===== src/rtl/turn_switch_cond_if.sv =====
// Switch-side and sequencer-side signals of the turn-switch conditioner.
// The slave modport is the conditioner; the master drives raw switches and observes the mode.
interface turn_switch_cond_if;
  logic sw_left;
  logic sw_right;
  logic sw_hazard;
  logic L;
  logic R;
  logic H;
  logic step_tick;
  logic mode_chg;

  modport master (
    output sw_left,
    output sw_right,
    output sw_hazard,
    input  L,
    input  R,
    input  H,
    input  step_tick,
    input  mode_chg
  );

  modport slave (
    input  sw_left,
    input  sw_right,
    input  sw_hazard,
    output L,
    output R,
    output H,
    output step_tick,
    output mode_chg
  );
endinterface


===== src/rtl/turn_switch_cond.sv =====
// Synchronizes, debounces and arbitrates turn/hazard switches into a one-hot L/R/H mode plus
// a step_tick pacing strobe. Define TURN_LATCH_EN for momentary push-button left/right latching.
module turn_switch_cond #(
  parameter int unsigned DEB_CYCLES  = 16,
  parameter int unsigned STEP_CYCLES = 1000
) (
  input logic               clk,
  input logic               rst_n,
  turn_switch_cond_if.slave sw_if
);

  localparam int unsigned TW = (STEP_CYCLES > 2) ? $clog2(STEP_CYCLES) : 1;

  typedef enum logic [1:0] {StIdle, StLeft, StRight, StHazard} mode_e;

  // Bit order everywhere: 0 = left, 1 = right, 2 = hazard.
  logic [2:0]  raw;
  logic [2:0]  sync1_q, sync2_q;
  logic [2:0]  deb_q, deb_d;
  logic [15:0] deb_cnt_q [3];
  logic [15:0] deb_cnt_d [3];

  mode_e       mode_q, mode_d;
  logic        l_q, r_q, h_q;
  logic        tick_q, mode_chg_q;
  logic [TW-1:0] tick_cnt_q;

  assign raw = {sw_if.sw_hazard, sw_if.sw_right, sw_if.sw_left};

  always_ff @(posedge clk or negedge rst_n) begin
    if (!rst_n) begin
      sync1_q <= '0;
      sync2_q <= '0;
      deb_q   <= '0;
      for (int i = 0; i < 3; i++) deb_cnt_q[i] <= '0;
    end else begin
      sync1_q <= raw;
      sync2_q <= sync1_q;
      deb_q   <= deb_d;
      for (int i = 0; i < 3; i++) deb_cnt_q[i] <= deb_cnt_d[i];
    end
  end

  // The level flips on the DEB_CYCLES-th consecutive differing sample.
  always_comb begin
    deb_d = deb_q;
    for (int i = 0; i < 3; i++) begin
      deb_cnt_d[i] = '0;
      if (sync2_q[i] != deb_q[i]) begin
        if (deb_cnt_q[i] == 16'(DEB_CYCLES - 1)) begin
          deb_d[i] = ~deb_q[i];
        end else begin
          deb_cnt_d[i] = deb_cnt_q[i] + 16'd1;
        end
      end
    end
  end

`ifdef TURN_LATCH_EN
  mode_e      lat_q, lat_d;
  logic [1:0] deb_prev_q;
  logic [1:0] rise;

  assign rise = deb_q[1:0] & ~deb_prev_q;

  // Presses while hazard is active are ignored so the pre-hazard turn state is restored.
  always_comb begin
    lat_d = lat_q;
    if (!deb_q[2]) begin
      if (rise[0] && !rise[1]) begin
        lat_d = (lat_q == StLeft) ? StIdle : StLeft;
      end else if (rise[1] && !rise[0]) begin
        lat_d = (lat_q == StRight) ? StIdle : StRight;
      end
    end
    mode_d = deb_q[2] ? StHazard : lat_d;
  end

  always_ff @(posedge clk or negedge rst_n) begin
    if (!rst_n) begin
      lat_q      <= StIdle;
      deb_prev_q <= '0;
    end else begin
      lat_q      <= lat_d;
      deb_prev_q <= deb_q[1:0];
    end
  end
`else
  always_comb begin
    mode_d = StIdle;
    if (deb_q[2]) begin
      mode_d = StHazard;
    end else if (deb_q[0] && !deb_q[1]) begin
      mode_d = StLeft;
    end else if (deb_q[1] && !deb_q[0]) begin
      mode_d = StRight;
    end
  end
`endif

  always_ff @(posedge clk or negedge rst_n) begin
    if (!rst_n) begin
      mode_q     <= StIdle;
      l_q        <= 1'b0;
      r_q        <= 1'b0;
      h_q        <= 1'b0;
      mode_chg_q <= 1'b0;
      tick_q     <= 1'b0;
      tick_cnt_q <= '0;
    end else begin
      mode_q     <= mode_d;
      l_q        <= (mode_d == StLeft);
      r_q        <= (mode_d == StRight);
      h_q        <= (mode_d == StHazard);
      mode_chg_q <= (mode_d != mode_q);
      if (mode_d != mode_q || mode_d == StIdle) begin
        tick_q     <= 1'b0;
        tick_cnt_q <= '0;
      end else if (tick_cnt_q == TW'(STEP_CYCLES - 1)) begin
        tick_q     <= 1'b1;
        tick_cnt_q <= '0;
      end else begin
        tick_q     <= 1'b0;
        tick_cnt_q <= tick_cnt_q + 1'b1;
      end
    end
  end

  assign sw_if.L         = l_q;
  assign sw_if.R         = r_q;
  assign sw_if.H         = h_q;
  assign sw_if.step_tick = tick_q;
  assign sw_if.mode_chg  = mode_chg_q;

endmodule


===== src/flat_wrapper.sv =====
// flat-port wrapper written by rule: the top's interface ports become plain ports
module turn_switch_cond_flat 
#(
  parameter int unsigned DEB_CYCLES  = 16,
  parameter int unsigned STEP_CYCLES = 1000
)
  (clk, rst_n, sw_if_sw_left, sw_if_sw_right, sw_if_sw_hazard, sw_if_L, sw_if_R, sw_if_H, sw_if_step_tick, sw_if_mode_chg);
  turn_switch_cond_if sw_if_i ();
  input logic clk;
  input logic rst_n;
  input wire logic [$bits(sw_if_i.sw_left)-1:0] sw_if_sw_left;
  input wire logic [$bits(sw_if_i.sw_right)-1:0] sw_if_sw_right;
  input wire logic [$bits(sw_if_i.sw_hazard)-1:0] sw_if_sw_hazard;
  output wire logic [$bits(sw_if_i.L)-1:0] sw_if_L;
  output wire logic [$bits(sw_if_i.R)-1:0] sw_if_R;
  output wire logic [$bits(sw_if_i.H)-1:0] sw_if_H;
  output wire logic [$bits(sw_if_i.step_tick)-1:0] sw_if_step_tick;
  output wire logic [$bits(sw_if_i.mode_chg)-1:0] sw_if_mode_chg;
  assign sw_if_i.sw_left = sw_if_sw_left;
  assign sw_if_i.sw_right = sw_if_sw_right;
  assign sw_if_i.sw_hazard = sw_if_sw_hazard;
  assign sw_if_L = sw_if_i.L;
  assign sw_if_R = sw_if_i.R;
  assign sw_if_H = sw_if_i.H;
  assign sw_if_step_tick = sw_if_i.step_tick;
  assign sw_if_mode_chg = sw_if_i.mode_chg;
  turn_switch_cond #(.DEB_CYCLES(DEB_CYCLES), .STEP_CYCLES(STEP_CYCLES)) u_core (.clk(clk), .rst_n(rst_n), .sw_if(sw_if_i));
endmodule

===== config.mk =====
export PLATFORM = sky130hd
export DESIGN_NAME = turn_switch_cond_flat
export DESIGN_NICKNAME = d
export VERILOG_FILES = /design/src/rtl/turn_switch_cond_if.sv /design/src/rtl/turn_switch_cond.sv /design/src/flat_wrapper.sv
export SDC_FILE = /design/constraint.sdc
export NUM_CORES = 1
export LEC_CHECK = 0
export CORE_ASPECT_RATIO = 1.1
export CORE_MARGIN = 2
export CORE_UTILIZATION = 55
export CTS_CLUSTER_DIAMETER = 150
export DETAILED_ROUTE_END_ITERATION = 8
export HOLD_SLACK_MARGIN = 0.1
export PLACE_DENSITY = 0.78
export SLEW_MARGIN = 20
export SYNTH_ARGS = -nofsm -noshare
export SYNTH_HDL_FRONTEND = slang
export SYNTH_SLANG_ARGS = --single-unit

===== constraint.sdc =====
create_clock -name clk -period 2.7 [get_ports clk]
set_clock_uncertainty 0.1 [all_clocks]
set_input_delay 0.54 -clock clk [delete_from_list [all_inputs] [get_ports clk]]
set_output_delay 0.54 -clock clk [all_outputs]
set_load 0.02 [all_outputs]

==> results.py, run 1 <==
metrics = {
    "floorplan": {
        "die_h_microns": 85.5,
        "core_sq_um": 5810,
        "rows": 29,
        "chipWidth_microns": 78.1,
        "io_pins": 10,
        "die_area_sq_um": 6680,
        "start_util": 0.572,
    },
    "power_and_ir_drop": {
        "switching_share": 0.213,
        "power_switching_w": 0.000433,
        "internal_power_w": 0.00160,
        "power.leakage_nw": 1.52,
        "power_density_nw_per_um2": 548,
        "power_frac_clock": 0.410,
        "combPwrFrac": 0.029,
        "p_seq_frac": 0.560,
        "ir_drop_mv": 0.388,
    },
    "setup_path": {
        "startpoint_type": "register",
        "path_class": "reg -> out",
        "end_kind": "output pin",
        "crit_chain": "clkdlybuf4s50_1",
        "cpMaxStageDelayCell": "clkdlybuf4s50_1",
        "cp_num_buf_inv": 1,
        "crit_start": "u_core.sw_if.R",
        "cp_top_family": "buffers and inverters",
        "rr_worst_depth": 5,
        "worst_ep_required_time_ps": 2060,
        "arrival_ps": 1290,
        "slowest_delay_ps": 600,
        "r2r_slack_ps": 870,
        "critPathMaxFanout": 1,
        "r2r_end": "u_core.deb_cnt_q[39]",
        "regToRegStartpoint": "u_core.deb_cnt_q[32]",
    },
    "global_routing": {
        "grt_first_pass_wirelength_mm": 9.79,
        "grt_pass1_vias": 2226,
        "grt_start_max_net_pins": 53,
        "antenna_found_initial": 0,
        "grt_overflow": 0,
        "track_usage": 0.186,
    },
    "synthesis": {
        "yosys_warnings": 0,
        "async_flop_share": 1.00,
        "netlist_area_sq_um": 3320,
        "synth_edf_count": 0,
        "syn_nets": 329,
        "yosys-top-cells-count": "dfrtp_1, nor2_1, xnor2_1, nor4_1, nand3_1",
        "syn_inst": 320,
        "synth_largest_area_cell": "dfrtp_1",
        "avgSynthCellArea_sq_um": 10.4,
        "yosys_most_used_dff": "dfrtp_1",
        "synth.most_common_cell": "dfrtp_1",
        "yosys-top-cells-area": "dfrtp_1, xnor2_1, nor2_1",
        "netlist.area_leader.share": 0.557,
        "ys_seq_elements": 74,
        "yosysSeqAreaShare": 0.557,
        "ys_types": 27,
    },
    "timing": {
        "final.min_clock_period_ps": 1930,
        "max_freq_ghz": 0.518,
        "max_slew.worst_pin.slew_ps": 512,
        "finalCritPeriodShare": 0.716,
        "max_slew_margin": 0.659,
        "maxSlewViolCount": 0,
        "holdWs_ps": 252,
        "rsz0062_at_grt": "no",
        "fin_setup_tns_ps": 0,
        "finalSetupViolCount": 0,
        "hold_viol_final": 0,
    },
    "clock_network": {
        "cts_buffer_depth": 2,
        "tritoncts": "yes",
        "h-tree-depth": 3,
        "clk_latency_ps": 330,
        "cts_sinks": 74,
        "cts_buffers": 9,
        "clkTransAtPathRegs_ps": 70,
        "cts.repair.resized": 0,
        "cts_root_buffer": "clkbuf_8",
    },
    "hold_path": {
        "min_to": "u_core.sync2_q[0]",
        "holdPathStages": 0,
        "min_path_type": "reg -> reg",
        "min_from": "u_core.sync1_q[0]",
    },
    "detailed_routing": {
        "routed_via_density": 5.39,
        "drc": 0,
        "wirelength_mm": 5.38,
        "vias": 2251,
        "detail-route-antenna-nets": 0,
        "dr.first_iter.drc_count": 91,
        "post_drt_wl_per_cell_microns": 12.9,
        "first_pass_iters": 4,
    },
    "cells_and_area": {
        "drive_above_1_share": 0.0645,
        "final-seq-area_sq_um": 1850,
        "final_nets": 345,
        "syn_to_final_growth_pct": 11.5,
        "nFillCells": 474,
        "multi_input_area_sq_um": 1410,
        "diodes": 0,
    },
    "place": {
        "gp_congestion": 0.849,
        "io_buffers": 9,
        "dp_hpwl_mm": 3.67,
    },
    "flow_run": {
        "maxCapViolations": 0,
    },
    "status": {
        "outcome": "finished, final reports clean",
    },
}
[flip-flops by register name, summed over array words and instances, names as in the netlist]
register / count
u_core.deb_cnt_q: 48
u_core.tick_cnt_q: 10
u_core.deb_q: 3
u_core.sync1_q: 3
u_core.sync2_q: 3
u_core.mode_q: 2
u_core.sw_if.H: 1
u_core.sw_if.L: 1
u_core.sw_if.R: 1
u_core.sw_if.mode_chg: 1
u_core.sw_if.step_tick: 1
[repair_timing]
item                                   4_1_cts  5_1_grt
hold buffers                                 1        0
endpoints found under the hold margin       22        0
buffers inserted                             0        0
[cell families after synthesis]
| family | count (synthesis) | synth area share |
|---|---|---|
| AOI/OAI and AO/OA | 4 | 0.00904 |
| xor gates and xnor gates | 54 | 0.142 |
| adders and majority gates | 4 | 0.0151 |
| buffers and inverters | 16 | 0.0188 |
| DFF | 74 | 0.557 |
| muxes | 3 | 0.0102 |
| and+or+nand+nor | 165 | 0.247 |
[how the worst max path moves through the flow]
stage                                      end  slack (ps)  cells after the start
after floorplan           u_core.deb_cnt_q[22]        1070                      6
after global placement    u_core.deb_cnt_q[31]         940                      4
after detailed placement  u_core.deb_cnt_q[16]         870                      5
after CTS                              sw_if_R         750                      1
after global routing      u_core.deb_cnt_q[47]         700                      5
final                                  sw_if_R         770                      1
[per-stage QoR]
| stage | instance area [sq um] | cells | setup slack, ps | utilization | power [W] |
|---|---|---|---|---|---|
| detailed placement | 3500 | 401 | 870 | 0.603 | 0.00122 |
| global placement | 3500 | 401 | 935 | 0.603 | 0.00122 |
| floorplan | 3320 | 320 | 1070 | - | 0.00118 |
| CTS | 3700 | 418 | 753 | 0.638 | 0.00206 |
| global route | 3700 | 418 | 696 | 0.638 | 0.00212 |
| finish | 3700 | 418 | 768 | 0.638 | 0.00203 |
[cell type report]
class	count	area share
Sequential cell	74	0.500
Timing Repair Buffer	11	0.0311
Inverter	10	0.0101
Clock inverter	4	0.0138
Clock buffer	12	0.0392
Tap cell	77	0.0260
Multi-Input combinational cell	230	0.380
[power by group through the flow]
stage | sequential [W] | clock [W] | combinational (W)
finish | 0.00114 | 0.000832 | 0.0000598
detailed placement | 0.00116 | 0 | 0.0000612
global placement | 0.00116 | 0 | 0.0000600
floorplan | 0.00116 | 0 | 0.0000251
CTS | 0.00114 | 0.000860 | 0.0000626
global route | 0.00114 | 0.000906 | 0.0000718
[placed cells by master, fill, tap and decap left out, types with 2 or more instances in the layout]
| cell | count |
|---|---|
| dfrtp_1 | 74 |
| nor2_1 | 64 |
| xnor2_1 | 42 |
| nor4_1 | 19 |
| nand3_1 | 18 |
| nand2_1 | 16 |
| nor3_1 | 15 |
| xor2_1 | 12 |
| nand4_1 | 11 |
| inv_1 | 10 |
| clkbuf_8 | 10 |
| clkdlybuf4s50_1 | 8 |
| nand2b_1 | 6 |
| and3_1 | 5 |
| ha_1 | 4 |
| mux2_2 | 3 |
| nor4bb_1 | 2 |
| o31ai_1 | 2 |
| or4_1 | 2 |
| and2_1 | 2 |
| clkbuf_1 | 2 |
[routing by layer]
| layer | up-vias | part of all wire | GRT usage |
|---|---|---|---|
| li1 | 1114 | - | - |
| met1 | 1092 | 0.47 | 0.239 |
| met2 | 37 | 0.48 | 0.306 |
| met3 | 8 | 0.038 | 0.0600 |
| met4 | 0 | 0.010 | 0.0542 |
| met5 | - | 0 | 0 |
Note: power is estimated with default switching activity, not from simulation.
==> run 2, diff against run 1 <==
clock period = 1.94 ns   (was 2.7 ns; I/O delays follow)
==> results.py, run 2 (synthesis gave the netlist of run 1 again) <==
metrics = {
    "power_and_ir_drop": {
        "power_w": 0.00298,
        "power.leakage_nw": 1.55,
        "power_density_nw_per_um2": 789,
        "ir_drop_mv": 0.562,
    },
    "global_routing": {
        "grt_start_max_net_pins": 50,
        "antenna_found_initial": 0,
        "grt_pass1_vias": 2275,
        "grt_first_pass_wirelength_mm": 10.1,
        "grt_overflow": 0,
        "track_usage": 0.195,
    },
    "detailed_routing": {
        "routed_via_density": 5.39,
        "post_drt_wl_per_cell_microns": 13.2,
        "first_pass_iters": 4,
        "vias": 2271,
        "wirelength_mm": 5.54,
        "dr.first_iter.drc_count": 116,
        "drc": 0,
        "detail-route-antenna-nets": 0,
    },
    "cells_and_area": {
        "final_common_cell": "dfrtp_1",
        "largest_register_ffs": 48,
        "final-seq-area_sq_um": 1850,
        "nFillCells": 450,
        "diodes": 0,
        "multi_input_area_sq_um": 1410,
        "drive_above_1_share": 0.0756,
        "top_regs": "u_core.deb_cnt_q x48, u_core.tick_cnt_q x10",
        "regMostFlops": "u_core.deb_cnt_q",
        "syn_to_final_growth_pct": 13.6,
        "final_nets": 349,
        "final_cell_mix": "dfrtp_1, nor2_1, xnor2_1, nor4_1, nand3_1",
        "instances_no_fill": 421,
    },
    "place": {
        "dp_hpwl_mm": 3.65,
        "dp_slack_ps": 147,
        "io_buffers": 9,
        "dp_cells": 405,
        "gp_congestion": 0.814,
    },
    "clock_network": {
        "clkTransAtPathRegs_ps": 70,
        "clk_latency_ps": 340,
        "cts_buffers": 9,
        "cts_root_buffer": "clkbuf_8",
        "cts_buffer_depth": 2,
        "cts_sinks": 74,
        "post-cts-setup-buffer-count": 0,
        "tritoncts": "yes",
        "h-tree-depth": 3,
    },
    "floorplan": {
        "die_h_microns": 85.5,
        "core_sq_um": 5810,
        "die_area_sq_um": 6680,
        "start_util": 0.572,
        "io_pins": 10,
        "rows": 29,
        "chipWidth_microns": 78.1,
    },
    "setup_path": {
        "r2r_end": "u_core.tick_cnt_q[8]",
        "critPathMaxFanout": 1,
        "worst-path-stages": 1,
        "r2r_slack_ps": 150,
        "startpoint_type": "register",
        "arrival_ps": 1300,
        "crit_end": "sw_if_R",
        "end_kind": "output pin",
        "rr_worst_depth": 5,
        "worst_ep_required_time_ps": 1450,
        "cp_top_family": "buffers and inverters",
        "crit_start": "u_core.sw_if.R",
        "cpMaxStageDelayCell": "clkdlybuf4s50_1",
        "regToRegStartpoint": "u_core.tick_cnt_q[0]",
        "path_class": "reg -> out",
        "slowest_delay_ps": 610,
        "cp_num_buf_inv": 1,
        "crit_chain": "clkdlybuf4s50_1",
    },
    "timing": {
        "rsz0062_at_grt": "no",
        "fin_ws_ps": 151,
        "finalSetupViolCount": 0,
        "max_freq_ghz": 0.559,
        "fin_setup_tns_ps": 0,
        "hold_viol_final": 0,
        "max_slew_margin": 0.680,
        "final.min_clock_period_ps": 1790,
        "finalCritPeriodShare": 0.922,
        "max_slew.worst_pin.slew_ps": 479,
        "maxSlewViolCount": 0,
    },
    "flow_run": {
        "maxCapViolations": 0,
    },
    "hold_path": {
        "min_path_type": "reg -> reg",
    },
    "status": {
        "outcome": "finished, final reports clean",
    },
}
## run 2: changes by cell type in the layout (fill, tap and decap cells not counted), sizes merged
| cell | before | now |
|---|---|---|
| clkinv | 2 | 0 |
| bufinv | 1 | 2 |
| clkbuf | 12 | 13 |
| clkinvlp | 1 | 0 |
| buf | 2 | 6 |
## run 2: area by class of cell
type	instances	share of cell area
clock buffer	13	0.0421
clock inverter	2	0.0159
inverter	10	0.00995
multi-input combinational	230	0.374
sequential	74	0.491
tap	77	0.0255
timing repair buffer	15	0.0418
## run 2: power breakdown
part / switching, W / internal (W) / leakage, nW
registers: 0.0000186 / 0.00156 / 1.01
logic: 0.0000568 / 0.0000335 / 0.432
clock network: 0.000513 / 0.000789 / 0.110
total: 0.000588 / 0.00239 / 1.55
## run 2: worst min path at each step
| stage | slack, ps | cells past startpoint | startpoint | end |
|---|---|---|---|---|
| 2_1_floorplan | -8 | 0 | rst_n | u_core.deb_cnt_q[0] |
| 3_3_place_gp | 230 | 0 | u_core.sync1_q[0] | u_core.sync2_q[0] |
| 3_5_place_dp | 240 | 0 | u_core.sync1_q[0] | u_core.sync2_q[0] |
| 4_1_cts | 260 | 0 | u_core.sync1_q[0] | u_core.sync2_q[0] |
| 5_1_grt | 270 | 0 | u_core.sync1_q[1] | u_core.sync2_q[1] |
| 6_report | 250 | 0 | u_core.sync1_q[1] | u_core.sync2_q[1] |
## run 2: layer usage
layer  GRT usage  wire length (microns)  vias to the layer above
met2       0.304                   2650                       39
met4       0.107                    120                        0
li1            -                      -                     1121
met5           0                      0                        -
met1       0.261                   2610                     1101
met3      0.0347                    156                       10
## run 2: through the flow
step / util / area (sq um) / hold slack, ps
floorplan: - / 3320 / -7.59
global placement: 0.610 / 3540 / 233
detailed placement: 0.610 / 3540 / 240
CTS: 0.649 / 3770 / 255
global route: 0.650 / 3770 / 268
finish: 0.650 / 3770 / 255
## run 2: worst register-to-register path, stage by stage (launching register included)
cell and delay (ps):
dfrtp_1 370, ha_1 210, nand2_1 80, or4_1 510, nand2b_1 290, nor2_1 100
## run 2: what timing repair did
action,4_1_cts,5_1_grt
endpoints found under the setup margin,0,1
hold buffers,1,0
endpoints found under the hold margin,74,0
resized for setup,0,1
==> RTL edit 1: new RTL, config.mk and constraints of run 2 <==
Add a define of `TURN_LATCH_EN`.
--- a/src/rtl/turn_switch_cond.sv
+++ b/src/rtl/turn_switch_cond.sv
@@ -1,5 +1,7 @@
 // Synchronizes, debounces and arbitrates turn/hazard switches into a one-hot L/R/H mode plus
 // a step_tick pacing strobe. Define TURN_LATCH_EN for momentary push-button left/right latching.
+`define TURN_LATCH_EN
+
 module turn_switch_cond #(
   parameter int unsigned DEB_CYCLES  = 16,
   parameter int unsigned STEP_CYCLES = 1000
Check against the original RTL: same outputs for any inputs over 10 cycles, from zero or initial values and one cycle with rst_n low; that may be too few to reach the edited logic, so the function may still have changed.
==> RTL edit 1 against run 2 <==
  * Synthesized area grew 6.3%
  * Sequential cell count up 4
  * Final area is 6.0% higher
  * Wire length rose by 3.5%
  * Largest power group unchanged
  * Setup slack got worse by 67 ps
  * Critical path type is now flop to flop
  * Power grew 0.79%
  * Clock power fell by 8%
==> RTL edit 1: results (changes against run 2) <==
* Outcome: complete, no violations
* Synthesized-area fraction occupied by adder cells at 0.02020 (+0.005133)
* First-pass GRT wire length at 10.42 mm (+2.9%)
* Final HPWL DP at 3.931 mm (+7.7%)
* Post-Synth XOR/XNOR Area at 0.1315 (-0.01091)
* WHS Endpoint: u_core.sync2_q[2]
* Worst R2R Setup Slack at 80 ps (-70 ps)
* Synth cell count leaders: dfrtp_1 (78), nor2_1 (59), xor2_1 (35)
* Met2 Usage GRT at 0.3045 (+0.0004702)
* WL met1 at 2.709 mm (+3.6%)
* WP data arrival at 2010 ps (+710 ps)
* Post-cts sizing count at 0 (unchanged)
* Top Registers: u_core.deb_cnt_q (48), u_core.tick_cnt_q (10)
* Maximum fanout along the worst path at 12 (+11)
* P_sw at 668.3 uW (+14%)
* Register area share after synthesis at 0.5528 (-0.004639)
* GP Congestion at 0.9178 (+13%)
* Final #Nets at 367 (+5.2%)
* Top_reg_cell synth: dfrtp_1
* Met2 wire len at 2.713 mm (+2.5%)
* Uppermost routed layer: met4
* GRT met1 Usage at 0.2520 (-0.009070)
* Main combinational cell family by area after synthesis: simple AND/OR/NAND/NOR gates
* Mux contribution to synthesized area at 0.01240 (+0.002233)
* Post-Synthesis Cells at 335 (+4.7%)
* Worst hold start: u_core.sync1_q[2]
* Met3 Wirelength at 195 um (+25%)
* Total GRT Usage at 0.1917 (-0.002930)
* Pwr dens at 749.7 mW/mm^2 (-5.0%)
* Wire length per cell at 12.95 um (-1.6%)
* Clock network power at 1.20 mW (-8%)
* Unique cell type count in the Yosys netlist at 39 (+44%)
* 1st-iter DRT viols at 221 (+91%)
* Drt total wl at 5.735 mm (+3.5%)
* Dpl ws at 90.80 ps (-56.65 ps)
* GR Layer Usage met3 at 0.04330 (+0.008562)
* Dpl cells at 426 (+5.2%)
* Hold slack final at 252.3 ps (-2.618 ps)
* Pin count of the biggest net entering global routing at 53 (+6.0%)
* Worst R2R End: u_core.tick_cnt_q[0]
* Hold Crit Class: flop to flop
* Synth Area in Compound Gates at 0.01807 (+0.009033)
* Area contributors post-synth: dfrtp_1 (55%), xor2_1 (8.7%), nor2_1 (6.3%)
* Worst R2R Start: u_core.deb_q[1]
* Area after DPL at 0.003760 mm^2 (+6.2%)
* Share of cells above drive strength 1 at 0.1019 (+0.02635)
* Initial antenna violation count at 0 (unchanged)
* Pleak at 1.784 nW (+15%)
* Vias after detailed routing at 2403 (+5.8%)
-- RTL edit 1: cell count changes in the layout (fill, tap and decap cells not counted), moves of 5 or more --
cell	before	now
nand3_1	18	25
buf_4	3	10
and4_1	0	5
nor3_1	15	7
nand2_1	15	23
xor2_1	12	35
xnor2_1	42	18
inv_1	10	2
and3_1	5	11
nor2_1	64	59
-- RTL edit 1: cell type report --
type / count / area [um^2]
clock buffer: 11 / 141.4
clock inverter: 5 / 58.81
fill: 469 / 2193
inverter: 2 / 7.507
multi-input combinational: 247 / 1555
sequential: 78 / 1952
tap: 80 / 100.1
timing repair buffer: 20 / 185.2
-- RTL edit 1: worst max-delay path: stages, from the launching register on --
cell     delay (ps)
dfrtp_1         380
nor2b_4         150
maj3_2          320
or3_1           320
and3_4          210
nor4_2          260
-- RTL edit 1: cells by family (layout without fill, tap and decap cells) --
logic type               after synthesis  count (layout)
AND/OR/NAND/NOR                      174             174
flip-flops                            78              78
XOR/XNOR                              53              53
AO/OA/AOI/OAI                         10              10
buffers and inverters                 10              38
adder cells (fa/ha/maj)                6               6
multiplexers                           4               4
-- RTL edit 1: worst max-delay path by stage --
| stage | from | endpoint | slack [ps] | depth (start not counted) |
|---|---|---|---|---|
| 3_3_place_gp | u_core.deb_q[1] | u_core.sw_if.step_tick | 140 | 5 |
| 4_1_cts | u_core.deb_q[1] | u_core.sw_if.step_tick | 60 | 5 |
| 5_1_grt | u_core.deb_q[1] | u_core.tick_cnt_q[8] | -8 | 5 |
| 2_1_floorplan | u_core.deb_q[1] | u_core.sw_if.mode_chg | -20 | 7 |
| 6_report | u_core.deb_q[1] | u_core.tick_cnt_q[0] | 80 | 5 |
| 3_5_place_dp | u_core.deb_q[1] | u_core.tick_cnt_q[1] | 90 | 5 |
==> RTL edit 2: new RTL, settings of run 2 <==
Without the edit above. Encoding of `mode_e`: now Gray code (2 bits for 4 values).
--- a/src/rtl/turn_switch_cond.sv
+++ b/src/rtl/turn_switch_cond.sv
@@ -11,7 +11,7 @@
 
   localparam int unsigned TW = (STEP_CYCLES > 2) ? $clog2(STEP_CYCLES) : 1;
 
-  typedef enum logic [1:0] {StIdle, StLeft, StRight, StHazard} mode_e;
+  typedef enum logic [1:0] {StIdle = 2'b00, StLeft = 2'b01, StRight = 2'b11, StHazard = 2'b10} mode_e;
 
   // Bit order everywhere: 0 = left, 1 = right, 2 = hazard.
   logic [2:0]  raw;
Function: no difference found for any inputs over 10 cycles, from zero or initial values and one cycle with rst_n low; not proved beyond that.
==> RTL edit 2 against run 2 <==
  * Via count is 4.1% higher
  * Sequential cell count stayed put
  * Setup slack better by 5.8 ps
  * Power is 9.6% lower
  * Wire length is 5.4% higher
  * Final area is 0.70% lower
  * Sequential share of layout area is 0.34 points higher
  * Critical path depth stayed put
  * Synthesized area is 0.75% higher
  * Clock power is 22% lower
  * Count of clock-buffer cells in the layout is 3 lower
  * Global-route usage is 1.0 points higher
  * Non-clock buffer count is 3 higher
==> RTL edit 2: results (changes against run 2) <==
* Outcome: complete, no violations
* First-pass GRT wire length at 10.62 mm (+4.8%)
* Finished Layout Cells at 428 (+1.7%)
* GP Congestion at 0.9222 (+13%)
* Final #Nets at 358 (+2.6%)
* Dpl ws at 212.0 ps (+64.57 ps)
* Final HPWL DP at 3.948 mm (+8.1%)
* Setup crit end: sw_if_H
* Unique cell type count in the Yosys netlist at 28 (+3.7%)
* Synth cell count leaders: dfrtp_1 (74), nor2_1 (64), xnor2_1 (45)
* P_sw at 615.5 uW (+4.6%)
* Dpl cells at 413 (+2.0%)
* Area contributors post-synth: dfrtp_1 (55%), xnor2_1 (12%), nor2_1 (7.2%)
* Drt total wl at 5.836 mm (+5.4%)
* Worst vdd ir at 0.4847 mV (-14%)
* Final worst-path cycle share at 0.9190 (-0.002980)
* Syn nets at 335 (+1.8%)
* Mux contribution to synthesized area at 0.01009 (-0.00007603)
* 1st-iter DRT viols at 153 (+32%)
* Vias in the first global route at 2363 (+3.9%)
* Total GRT Usage at 0.2046 (+0.009990)
* Vias/cell at 5.523 (+2.4%)
* Post-Synth XOR/XNOR Area at 0.1439 (+0.001552)
* Synth Area in Compound Gates at 0.008598 (-0.0004414)
* Pleak at 1.552 nW (-0.18%)
* Synthesized-area fraction occupied by adder cells at 0.01869 (+0.003626)
* Pin count of the biggest net entering global routing at 39 (-22%)
* Worst R2R Setup Slack at 230 ps (+80 ps)
* Slew at the pin closest to its max-slew limit at 479.7 ps (+0.2745 ps)
* Hold slack final at 247.5 ps (-7.397 ps)
-- RTL edit 2: changes by cell type after synthesis, moves of 2 or more --
cell / before / now
xor2_1: 12 / 10
nor2b_1: 0 / 3
nor4_1: 19 / 17
xnor2_1: 42 / 45
nor4bb_1: 2 / 0
nand4_1: 11 / 19
nand2b_1: 6 / 0
nor3_1: 15 / 18
nand3_1: 18 / 15
-- RTL edit 2: timing repair --
action | 4_1_cts | 5_1_grt
hold buffers | 1 | 0
hold endpoints to repair | 36 | 0
setup endpoints to repair | 0 | 0
-- RTL edit 2: logic make-up after synthesis --
kind of cell,count (synthesis)
AOI/OAI and AO/OA,4
DFF,74
and+or+nand+nor,168
adders and majority gates,5
buffers and inverters,16
muxes,3
xor gates and xnor gates,55
-- RTL edit 2: layout make-up --
type | count | area, um^2 | share of cell area
clock inverters | 4 | 20.02 | 0.005344
multi-input cells | 235 | 1433 | 0.3824
well taps | 77 | 96.34 | 0.02572
inverters | 10 | 37.54 | 0.01002
clock buffers | 10 | 137.6 | 0.03674
repair buffers | 18 | 170.2 | 0.04542
flip-flops and latches | 74 | 1852 | 0.4943
-- RTL edit 2: power by group through the flow --
| stage | registers, mW | logic (mW) | clock network (mW) |
|---|---|---|---|
| after floorplan | 1.61 | 0.0370 | 0 |
| after global placement | 1.62 | 0.0949 | 0 |
| after detailed placement | 1.62 | 0.0949 | 0 |
| after CTS | 1.59 | 0.0976 | 1.04 |
| after global routing | 1.59 | 0.111 | 1.11 |
| final | 1.59 | 0.0942 | 1.01 |
-- RTL edit 2: routing by layer --
layer,global-route usage,routed length [um],vias to the layer above
met5,0,0,-
met4,0.1085,119,0
met3,0.05263,203,11
met2,0.3158,2728,49
met1,0.2681,2784,1142
li1,-,-,1162
